**config.mk**
```make
export PLATFORM = sky130hd
export DESIGN_NAME = difftest_int_wb_source
export DESIGN_NICKNAME = d
export VERILOG_FILES = /design/src/rtl/difftest_int_wb_source.sv
export SDC_FILE = /design/constraint.sdc
export NUM_CORES = 1
export LEC_CHECK = 0
export BUFFER_PORTS_ARGS = -buffer_cell sky130_fd_sc_hd__buf_2
export CAP_MARGIN = 20
export CELL_PAD_IN_SITES_DETAIL_PLACEMENT = 1
export CELL_PAD_IN_SITES_GLOBAL_PLACEMENT = 2
export CORE_ASPECT_RATIO = 0.8
export CORE_UTILIZATION = 50
export CTS_BUF_LIST = sky130_fd_sc_hd__clkbuf_8
export DETAILED_ROUTE_END_ITERATION = 6
export PLACE_DENSITY = 0.95
export SETUP_SLACK_MARGIN = 0.3
export SLEW_MARGIN = 30
export SYNTH_ARGS = -nofsm -noshare
export SYNTH_HDL_FRONTEND = slang
export SYNTH_SLANG_ARGS = --single-unit
```
**constraint.sdc**
```tcl
create_clock -name clock -period 18.5 [get_ports clock]
set_input_delay 0.925 -clock clock [delete_from_list [all_inputs] [get_ports clock]]
set_output_delay 0.925 -clock clock [all_outputs]
set_load 0.005 [all_outputs]
```
**src/rtl/difftest_int_wb_source.sv**
```systemverilog
// -----------------------------------------------------------------------------
// difftest_int_wb_source
//   Transmit end of the difftest integer-writeback interface. Takes up to two
//   architectural integer writebacks per cycle from commit, buffers them in a
//   FIFO and serialises them into a one-event-per-cycle stream for the sink.
//   The sink has no backpressure, so flow control toward commit lives here.
//
// Optional feature: define DIFFTEST_WB_X0_FILTER_EN to drop lanes that target
//   x0 (not pushed, not counted as drops). in_ready is unaffected.
//
// Parameters:
//   DEPTH   FIFO entries (power of two, >= 4)
//   COREID  constant driven on io_coreid
//
// Ports:
//   clock, reset          rising-edge clock, synchronous active-high reset
//   in_valid[1:0]         per-lane request, lane 0 older than lane 1
//   in_addr0/in_data0     lane 0 register index / data
//   in_addr1/in_data1     lane 1 register index / data
//   in_ready              free entries >= 2 (depends on occupancy only)
//   enable, io_valid      registered sink strobe (io_valid mirrors enable)
//   io_address, io_data   emitted event, held when enable is low
//   io_coreid             constant COREID
//   occupancy             current FIFO entry count
//   drop_cnt              saturating count of lanes offered while not ready
// -----------------------------------------------------------------------------
module difftest_int_wb_source #(
  parameter int DEPTH  = 8,
  parameter int COREID = 0
) (
  input  logic                       clock,
  input  logic                       reset,
  input  logic [1:0]                 in_valid,
  input  logic [4:0]                 in_addr0,
  input  logic [63:0]                in_data0,
  input  logic [4:0]                 in_addr1,
  input  logic [63:0]                in_data1,
  output logic                       in_ready,
  output logic                       enable,
  output logic                       io_valid,
  output logic [4:0]                 io_address,
  output logic [63:0]                io_data,
  output logic [7:0]                 io_coreid,
  output logic [$clog2(DEPTH):0]     occupancy,
  output logic [15:0]                drop_cnt
);

  localparam int AW = $clog2(DEPTH);
  localparam int PW = AW + 1;

  localparam logic [1:0] ST_IDLE   = 2'd0;
  localparam logic [1:0] ST_STREAM = 2'd1;
  localparam logic [1:0] ST_STALL  = 2'd2;

  logic [4:0]    addr_mem [DEPTH];
  logic [63:0]   data_mem [DEPTH];

  logic [PW-1:0] wr_ptr;
  logic [PW-1:0] rd_ptr;
  logic [PW-1:0] occ;
  logic [PW-1:0] occ_next;
  logic [PW-1:0] wr_ptr_l1;
  logic [1:0]    lane_v;
  logic [1:0]    push_cnt;
  logic [1:0]    drop_inc;
  logic [16:0]   drop_sum;
  logic          pop_en;
  logic          empty;
  logic          full;
  logic [1:0]    state;
  logic [1:0]    state_next;

`ifdef DIFFTEST_WB_X0_FILTER_EN
  assign lane_v = in_valid & {in_addr1 != 5'd0, in_addr0 != 5'd0};
`else
  assign lane_v = in_valid;
`endif

  assign occ       = wr_ptr - rd_ptr;
  assign empty     = (wr_ptr == rd_ptr);
  assign full      = (wr_ptr[AW] != rd_ptr[AW]) && (wr_ptr[AW-1:0] == rd_ptr[AW-1:0]);
  assign in_ready  = (occ <= PW'(DEPTH - 2));
  assign pop_en    = !empty;
  assign push_cnt  = {1'b0, lane_v[0]} + {1'b0, lane_v[1]};
  // Lane 1 lands directly behind lane 0, or at the tail when lane 0 is idle.
  assign wr_ptr_l1 = wr_ptr + PW'(lane_v[0]);
  assign drop_inc  = in_ready ? 2'd0 : push_cnt;
  assign drop_sum  = {1'b0, drop_cnt} + 17'(drop_inc);
  assign occ_next  = occ + PW'(in_ready ? push_cnt : 2'd0) - PW'(pop_en);

  assign occupancy = occ;
  assign io_valid  = enable;
  assign io_coreid = 8'(COREID);

  always_comb begin
    state_next = ST_STREAM;
    if (occ_next == '0) begin
      state_next = ST_IDLE;
    end else if (occ_next >= PW'(DEPTH - 1)) begin
      state_next = ST_STALL;
    end
  end

  // Storage is not reset; the pointers alone define which entries are live.
  always_ff @(posedge clock) begin
    if (!reset && in_ready) begin
      if (lane_v[0]) begin
        addr_mem[wr_ptr[AW-1:0]] <= in_addr0;
        data_mem[wr_ptr[AW-1:0]] <= in_data0;
      end
      if (lane_v[1]) begin
        addr_mem[wr_ptr_l1[AW-1:0]] <= in_addr1;
        data_mem[wr_ptr_l1[AW-1:0]] <= in_data1;
      end
    end
  end

  always_ff @(posedge clock) begin
    if (reset) begin
      wr_ptr     <= '0;
      rd_ptr     <= '0;
      enable     <= 1'b0;
      io_address <= '0;
      io_data    <= '0;
      drop_cnt   <= '0;
      state      <= ST_IDLE;
    end else begin
      if (in_ready) begin
        wr_ptr <= wr_ptr + PW'(push_cnt);
      end
      enable <= pop_en;
      if (pop_en) begin
        io_address <= addr_mem[rd_ptr[AW-1:0]];
        io_data    <= data_mem[rd_ptr[AW-1:0]];
        rd_ptr     <= rd_ptr + PW'(1);
      end
      if (!in_ready) begin
        drop_cnt <= drop_sum[16] ? '1 : drop_sum[15:0];
      end
      state <= state_next;
    end
  end

  // Pushes need two free slots and every non-empty cycle pops, so the FIFO
  // never actually reaches the full pointer condition.
  a_stall_ready : assert property (@(posedge clock) disable iff (reset)
                                   (state == ST_STALL) == !in_ready);
  a_idle_empty  : assert property (@(posedge clock) disable iff (reset)
                                   (state == ST_IDLE) == empty);
  a_never_full  : assert property (@(posedge clock) disable iff (reset) !full);

endmodule

```
==> results of run 1 <==
-- critical path: stages, from the launching register on --
cell     delay [ns]
dfxtp_4        0.81
inv_1          0.15
ha_1           0.33
and2b_1        0.19
o21a_1         0.22
o31ai_1        0.47
nand2_1        0.50
inv_2          0.34
nand3_1        0.36
o31ai_4        0.77
buf_4          0.84
-- worst paths after layout --
check	from	to	slack, ns
worst max-delay path	rd_ptr[1]$_SDFFE_PP0N_	data_mem[5][25]$_DFFE_PP_	13.07
worst min-delay path	io_data[56]$_SDFFE_PP0N_	io_data[56]$_SDFFE_PP0N_	0.49
worst max register to register	rd_ptr[1]$_SDFFE_PP0N_	data_mem[5][25]$_DFFE_PP_	13.07
worst min register to register	io_data[56]$_SDFFE_PP0N_	io_data[56]$_SDFFE_PP0N_	0.49
-- cells by family (layout without fill, tap and decap cells) --
kind of cell | after synthesis | count (layout) | synth area share
DFF | 646 | 646 | 0.5939
AOI/OAI and AO/OA | 118 | 118 | 0.02770
and+or+nand+nor | 155 | 155 | 0.02343
buffers and inverters | 156 | 481 | 0.02275
xor gates and xnor gates | 8 | 8 | 0.003100
other | 1 | 18 | 0.0001207
muxes | 760 | 760 | 0.3226
adders and majority gates | 14 | 14 | 0.006361
-- stage by stage --
stage / utilization / instances / hold WS (ns) / power, W
after floorplan: - / 1865 / 0.4819 / 0.002942
after global placement: 0.5385 / 2819 / 0.4811 / 0.003330
after detailed placement: 0.5403 / 2823 / 0.4896 / 0.003406
after CTS: 0.5718 / 3018 / 0.4975 / 0.004569
after global routing: 0.5727 / 3027 / 0.5232 / 0.004749
final: 0.5728 / 3030 / 0.4947 / 0.004542
-- placed cells by master (no fill, tap or decap), types with 6 or more instances in the layout --
cell	count
mux2_2	473
mux4_2	138
conb_1	8
nand2_1	15
nor2_1	88
ha_1	11
a311oi_1	7
nor3_1	12
a21oi_1	14
clkbuf_8	115
mux2_1	80
mux2i_1	69
dfxtp_1	92
inv_1	64
buf_4	28
nand3_1	6
a211oi_1	72
edfxtp_1	552
buf_2	232
diode_2	10
clkinv_1	20
-- metal layers --
metal  global-route usage  up-vias  wire, microns
met2               0.4547      560          42020
met3              0.05391      136           4755
met1               0.3453     9683          34950
met5                    0        -             41
li1                     -     7989              -
met4              0.08056        6           1720
-- layout make-up --
class	instances	area (sq um)
fillers	5672	26190
flip-flops and latches	646	18470
multi-input cells	1063	12050
clock buffers	115	1583
repair buffers	270	1550
well taps	830	1039
clock inverters	80	346.6
inverters	16	62.56
diodes	10	25.02
-- Yosys cell counts (7+ instances only) --
cell	count	area [sq um]
buf_1	13	48.80
mux2_2	473	5326
mux4_2	138	3108
dfxtp_1	94	1882
clkbuf_1	50	187.7
buf_4	10	75.07
inv_1	12	45.04
nor3_1	12	60.06
mux2i_1	69	690.7
a21oi_1	14	70.07
a211oi_1	72	540.5
nand2_1	15	56.30
buf_2	67	335.3
a311oi_1	7	61.31
nor2_1	88	330.3
edfxtp_1	552	16580
ha_1	11	137.6
mux2_1	80	900.9
-- power groups by stage --
stage                     clock network [W]  logic [W]  registers, W
after floorplan                           0    0.00100       0.00194
after global placement                    0    0.00138       0.00195
after detailed placement                  0    0.00144       0.00197
after CTS                           0.00118    0.00145       0.00194
after global routing                0.00124    0.00157       0.00194
final                               0.00117    0.00145       0.00192
-- state kept, by name, summed over array words and instances, names as in the netlist --
| register | count |
|---|---|
| wr_ptr | 4 |
| rd_ptr | 4 |
| io_address | 5 |
| drop_cnt | 16 |
| addr_mem | 40 |
| enable | 1 |
| data_mem | 512 |
| io_data | 64 |
==> results.sh, run 1 <==
export IMPL_grt_pass1_wl_microns=125700
export IMPL_p_switching_w=0.001518
export IMPL_drt_wl_total_microns=83490
export IMPL_finalSetupViolations=0
export IMPL_place_area_sq_um=33130
export IMPL_irDropWorstVdd_uv=208.8
export IMPL_final_nets=2257
export IMPL_max_cap_violations=0
export IMPL_die_h_microns=225.0
export IMPL_final_max_slew_viol_count=0
export IMPL_avgRoutedWirePerCell_microns=27.55
export IMPL_fin_skew_ns=0.02780
export IMPL_clock_sinks=646
export IMPL_hold_class="reg -> reg"
export IMPL_first_pass_iters=5
export IMPL_yosysUniqueCellTypes=53
export IMPL_synth_area_sq_um=31080
export IMPL_drive_above_1_share=0.4689
export IMPL_numCtsBuffers=104
export IMPL_hold_buffers=0
export IMPL_grt_max_degree=74
export IMPL_combPwrFrac=0.320
export IMPL_grt_use_total=0.2671
export IMPL_tritoncts="built"
export IMPL_post_cts_resized=0
export IMPL_min_period_over_period=0.2934
export IMPL_clock_fmax_ghz=0.1843
export IMPL_gr_total_overflow=0
export IMPL_cts_path_max_buffers=3
export IMPL_drtAntennaViolNets=0
export IMPL_power_density_nw_per_um2=129.3
export IMPL_hold_viol=0
export IMPL_synth_main_ff_cell="edfxtp_1"
export IMPL_cts_root_buf="clkbuf_8"
export IMPL_fp_row_count=81
export IMPL_critPathRequiredTime_ns=18.82
export IMPL_drt_initial_drc_count=1472
export IMPL_rr_worst_depth=10
export IMPL_hpwl_microns=50040
export IMPL_layout_setup_ws_ns=13.07
export IMPL_switching_share=0.3342
export IMPL_cp_max_fo=51
export IMPL_synth_edf_count=552
export IMPL_p_leak_nw=12.45
export IMPL_ys_seq_area_frac=0.5939
export IMPL_finalCriticalPeriod_ns=5.427
export IMPL_post_synth_cell_area_avg_sq_um=16.73
export IMPL_first_global_vias=20045
export IMPL_num_vias=18374
export IMPL_slew_headroom=0.3801
export IMPL_ctsHtreeMaxLevel=3
export IMPL_die_w_microns=280.7
export IMPL_clock_latency_ns=0.71
export IMPL_fin_area_sq_um=35120
export IMPL_io_buffer_count=233
export IMPL_path_class="reg -> reg"
export IMPL_post_cts_buffers=0
export IMPL_syn_inst=1858
export IMPL_critical_path_arrival_ns=5.75
export IMPL_die_area_sq_um=63160
export IMPL_viasPerCell=6.064
export IMPL_start_kind="flop"
export IMPL_pin_count=242
export IMPL_initial_utilization=0.5068
export IMPL_async_reset_ff_frac=0
export IMPL_core_sq_um=61320
export IMPL_gp_congestion=0.8080
export IMPL_power_frac_seq=0.423
export IMPL_ys_warn_count=0
export IMPL_setup_tns_ns=0
export IMPL_grt_antenna_before_repair=13
export IMPL_clk_pin_slew_worst_paths_ns=0.06
export IMPL_max_slew_worst_pin_slew_ns=0.9299
export IMPL_status="finished, final reports clean"
export IMPL_intPower_w=0.003024
export IMPL_place_ws_ns=13.01
export IMPL_rsz0062_at_grt="no"
export IMPL_worst_setup_path_end_kind="flop"
export IMPL_hold_path_depth=2
export IMPL_ys_seq_elements=646
export IMPL_drc=0
export IMPL_syn2layout_area_growth_pct=13.02
export IMPL_clock_power_share=0.257
(Power assumes the default switching activity.)
==> inputs of run 2 (changes only) <==
--- a/config.mk
+++ b/config.mk
@@ -10,10 +10,10 @@
 export CELL_PAD_IN_SITES_DETAIL_PLACEMENT = 1
 export CELL_PAD_IN_SITES_GLOBAL_PLACEMENT = 2
 export CORE_ASPECT_RATIO = 0.8
-export CORE_UTILIZATION = 50
+export CORE_UTILIZATION = 47
 export CTS_BUF_LIST = sky130_fd_sc_hd__clkbuf_8
 export DETAILED_ROUTE_END_ITERATION = 6
-export PLACE_DENSITY = 0.95
+export PLACE_DENSITY = 0.91
 export SETUP_SLACK_MARGIN = 0.3
 export SLEW_MARGIN = 30
 export SYNTH_ARGS = -nofsm -noshare
==> constraint.sdc (replaced) <==
create_clock -name clock -period 5.22 [get_ports clock]
set_input_delay 0.261 -clock clock [delete_from_list [all_inputs] [get_ports clock]]
set_output_delay 0.261 -clock clock [all_outputs]
set_load 0.005 [all_outputs]
==> run 2 against run 1 <==
Effect of this change:
- setup slack got worse by 12 ns
- critical endpoint is now drop_cnt[4]$_SDFFE_PP0N_
- clock skew down 0.0063 ns
- sequential power rose to 3.5 times the previous value
- highest routed layer unchanged
- utilization is 0.70 points higher
==> results.sh, run 2 (synthesis results as in run 1) <==
export IMPL_cp_max_fo=16
export IMPL_grt_use_total=0.2650
export IMPL_avgRoutedWirePerCell_microns=26.98
export IMPL_slew_headroom=0.3297
export IMPL_finalCriticalPeriod_ns=4.427
export IMPL_pin_count=242
export IMPL_fin_skew_ns=0.02155
export IMPL_min_period_over_period=0.8481
export IMPL_fp_row_count=83
export IMPL_die_w_microns=289.5
export IMPL_status="finished, final reports clean"
export IMPL_p_leak_nw=13.42
export IMPL_io_buffer_count=233
export IMPL_num_vias=19325
export IMPL_core_sq_um=64800
export IMPL_clk_pin_slew_worst_paths_ns=0.06
export IMPL_hpwl_microns=47200
export IMPL_hold_class="in -> reg"
export IMPL_drc=0
export IMPL_syn2layout_area_growth_pct=20.91
export IMPL_drt_wl_total_microns=87840
export IMPL_max_slew_worst_pin_slew_ns=1.005
export IMPL_irDropWorstVdd_uv=791.9
export IMPL_finalSetupViolations=0
export IMPL_final_common_cell="edfxtp_1"
export IMPL_gr_total_overflow=0
export IMPL_start_kind="flop"
export IMPL_hold_viol=0
export IMPL_max_cap_violations=0
export IMPL_viasPerCell=5.935
export IMPL_final_cell_mix="edfxtp_1, mux2_2, buf_2"
export IMPL_drive_above_1_share=0.4382
export IMPL_worst_setup_path_end_kind="flop"
export IMPL_initial_utilization=0.4796
export IMPL_path_class="reg -> reg"
export IMPL_cts_root_buf="clkbuf_8"
export IMPL_grt_pass1_wl_microns=132300
export IMPL_gp_congestion=0.8304
export IMPL_first_global_vias=21372
export IMPL_clock_fmax_ghz=0.2259
export IMPL_die_area_sq_um=67160
export IMPL_first_pass_iters=5
export IMPL_setup_tns_ns=0
export IMPL_critical_path_arrival_ns=5.05
export IMPL_post_cts_resized=0
export IMPL_numCtsBuffers=105
export IMPL_drtAntennaViolNets=0
export IMPL_die_h_microns=232.0
export IMPL_grt_antenna_before_repair=9
export IMPL_grt_max_degree=141
export IMPL_ctsHtreeMaxLevel=3
export IMPL_clock_sinks=646
export IMPL_cts_path_max_buffers=3
export IMPL_power_total_w=0.01666
export IMPL_drt_initial_drc_count=1449
export IMPL_rsz0062_at_grt="no"
export IMPL_critPathRequiredTime_ns=5.84
export IMPL_n_fill_cell=6008
export IMPL_clock_latency_ns=0.72
export IMPL_holdWs_ns=0.1513
export IMPL_largest_reg_flops=512
export IMPL_final_max_slew_viol_count=0
export IMPL_final_nets=2466
export IMPL_power_density_nw_per_um2=443.3
export IMPL_tritoncts="built"
-- run 2: worst paths after layout --
| check | from | endpoint | slack (ns) | cells after the start |
|---|---|---|---|---|
| max | wr_ptr[0]$_SDFFE_PP0P_ | drop_cnt[4]$_SDFFE_PP0N_ | 0.79 | 15 |
| min | reset | rd_ptr[2]$_SDFFE_PP0N_ | 0.15 | 2 |
| max reg2reg | wr_ptr[0]$_SDFFE_PP0P_ | drop_cnt[4]$_SDFFE_PP0N_ | 0.79 | 15 |
| min reg2reg | io_data[56]$_SDFFE_PP0N_ | io_data[56]$_SDFFE_PP0N_ | 0.50 | 2 |
-- run 2: report_power, final --
part           total [W]  internal (W)  leakage [nW]  switching, W
registers        0.00676       0.00647          5.77      0.000287
clock network    0.00435       0.00224          1.22       0.00212
logic            0.00555       0.00243          6.44       0.00312
total             0.0167        0.0111          13.4       0.00552
-- run 2: cell type report --
cell class	instances	area (sq um)	share of cell area
Sequential cell	646	18470	0.4914
Multi-Input combinational cell	1063	12130	0.3228
Timing Repair Buffer	478	3779	0.1006
Clock buffer	119	1638	0.04359
Tap cell	850	1064	0.02830
Clock inverter	79	421.7	0.01122
Inverter	16	67.56	0.001798
Antenna cell	5	12.51	0.0003330
-- run 2: metrics by stage --
step           std cells    util  cell area, sq um  worst slack (ns)
3_5_place_dp        2845  0.5155             33400            0.7806
2_1_floorplan       1865       -             31280            0.1507
4_1_cts             3250  0.5792             37540            0.7741
3_3_place_gp        2844  0.5151             33380            0.9848
6_report            3256  0.5799             37580            0.7931
5_1_grt             3251  0.5797             37560            0.4612
-- run 2: worst max-delay path, stage by stage (launching register included) --
cell,delay (ns)
dfxtp_1,0.43
inv_1,0.14
ha_1,0.26
fa_1,0.38
xnor2_1,0.22
nand3_1,0.18
o41a_1,0.21
nand2_2,0.29
and2_1,0.19
ha_1,0.18
inv_1,0.07
fa_1,0.45
nand3b_1,0.23
or4_1,0.65
and4_1,0.27
nor3_1,0.19
-- run 2: repair_timing --
action                                 CTS  global route
hold buffers                           207             0
endpoints found under the hold margin  552             0
buffers inserted                         0             0
-- run 2: routing by layer --
layer	global-route usage	vias up	part of all wire	routed length [microns]
met4	0.07706	14	0.023	2011
met2	0.4520	641	0.50	44310
met1	0.3415	10118	0.41	36240
li1	-	8393	-	-
met3	0.05295	159	0.059	5194
met5	0	-	0.00099	87
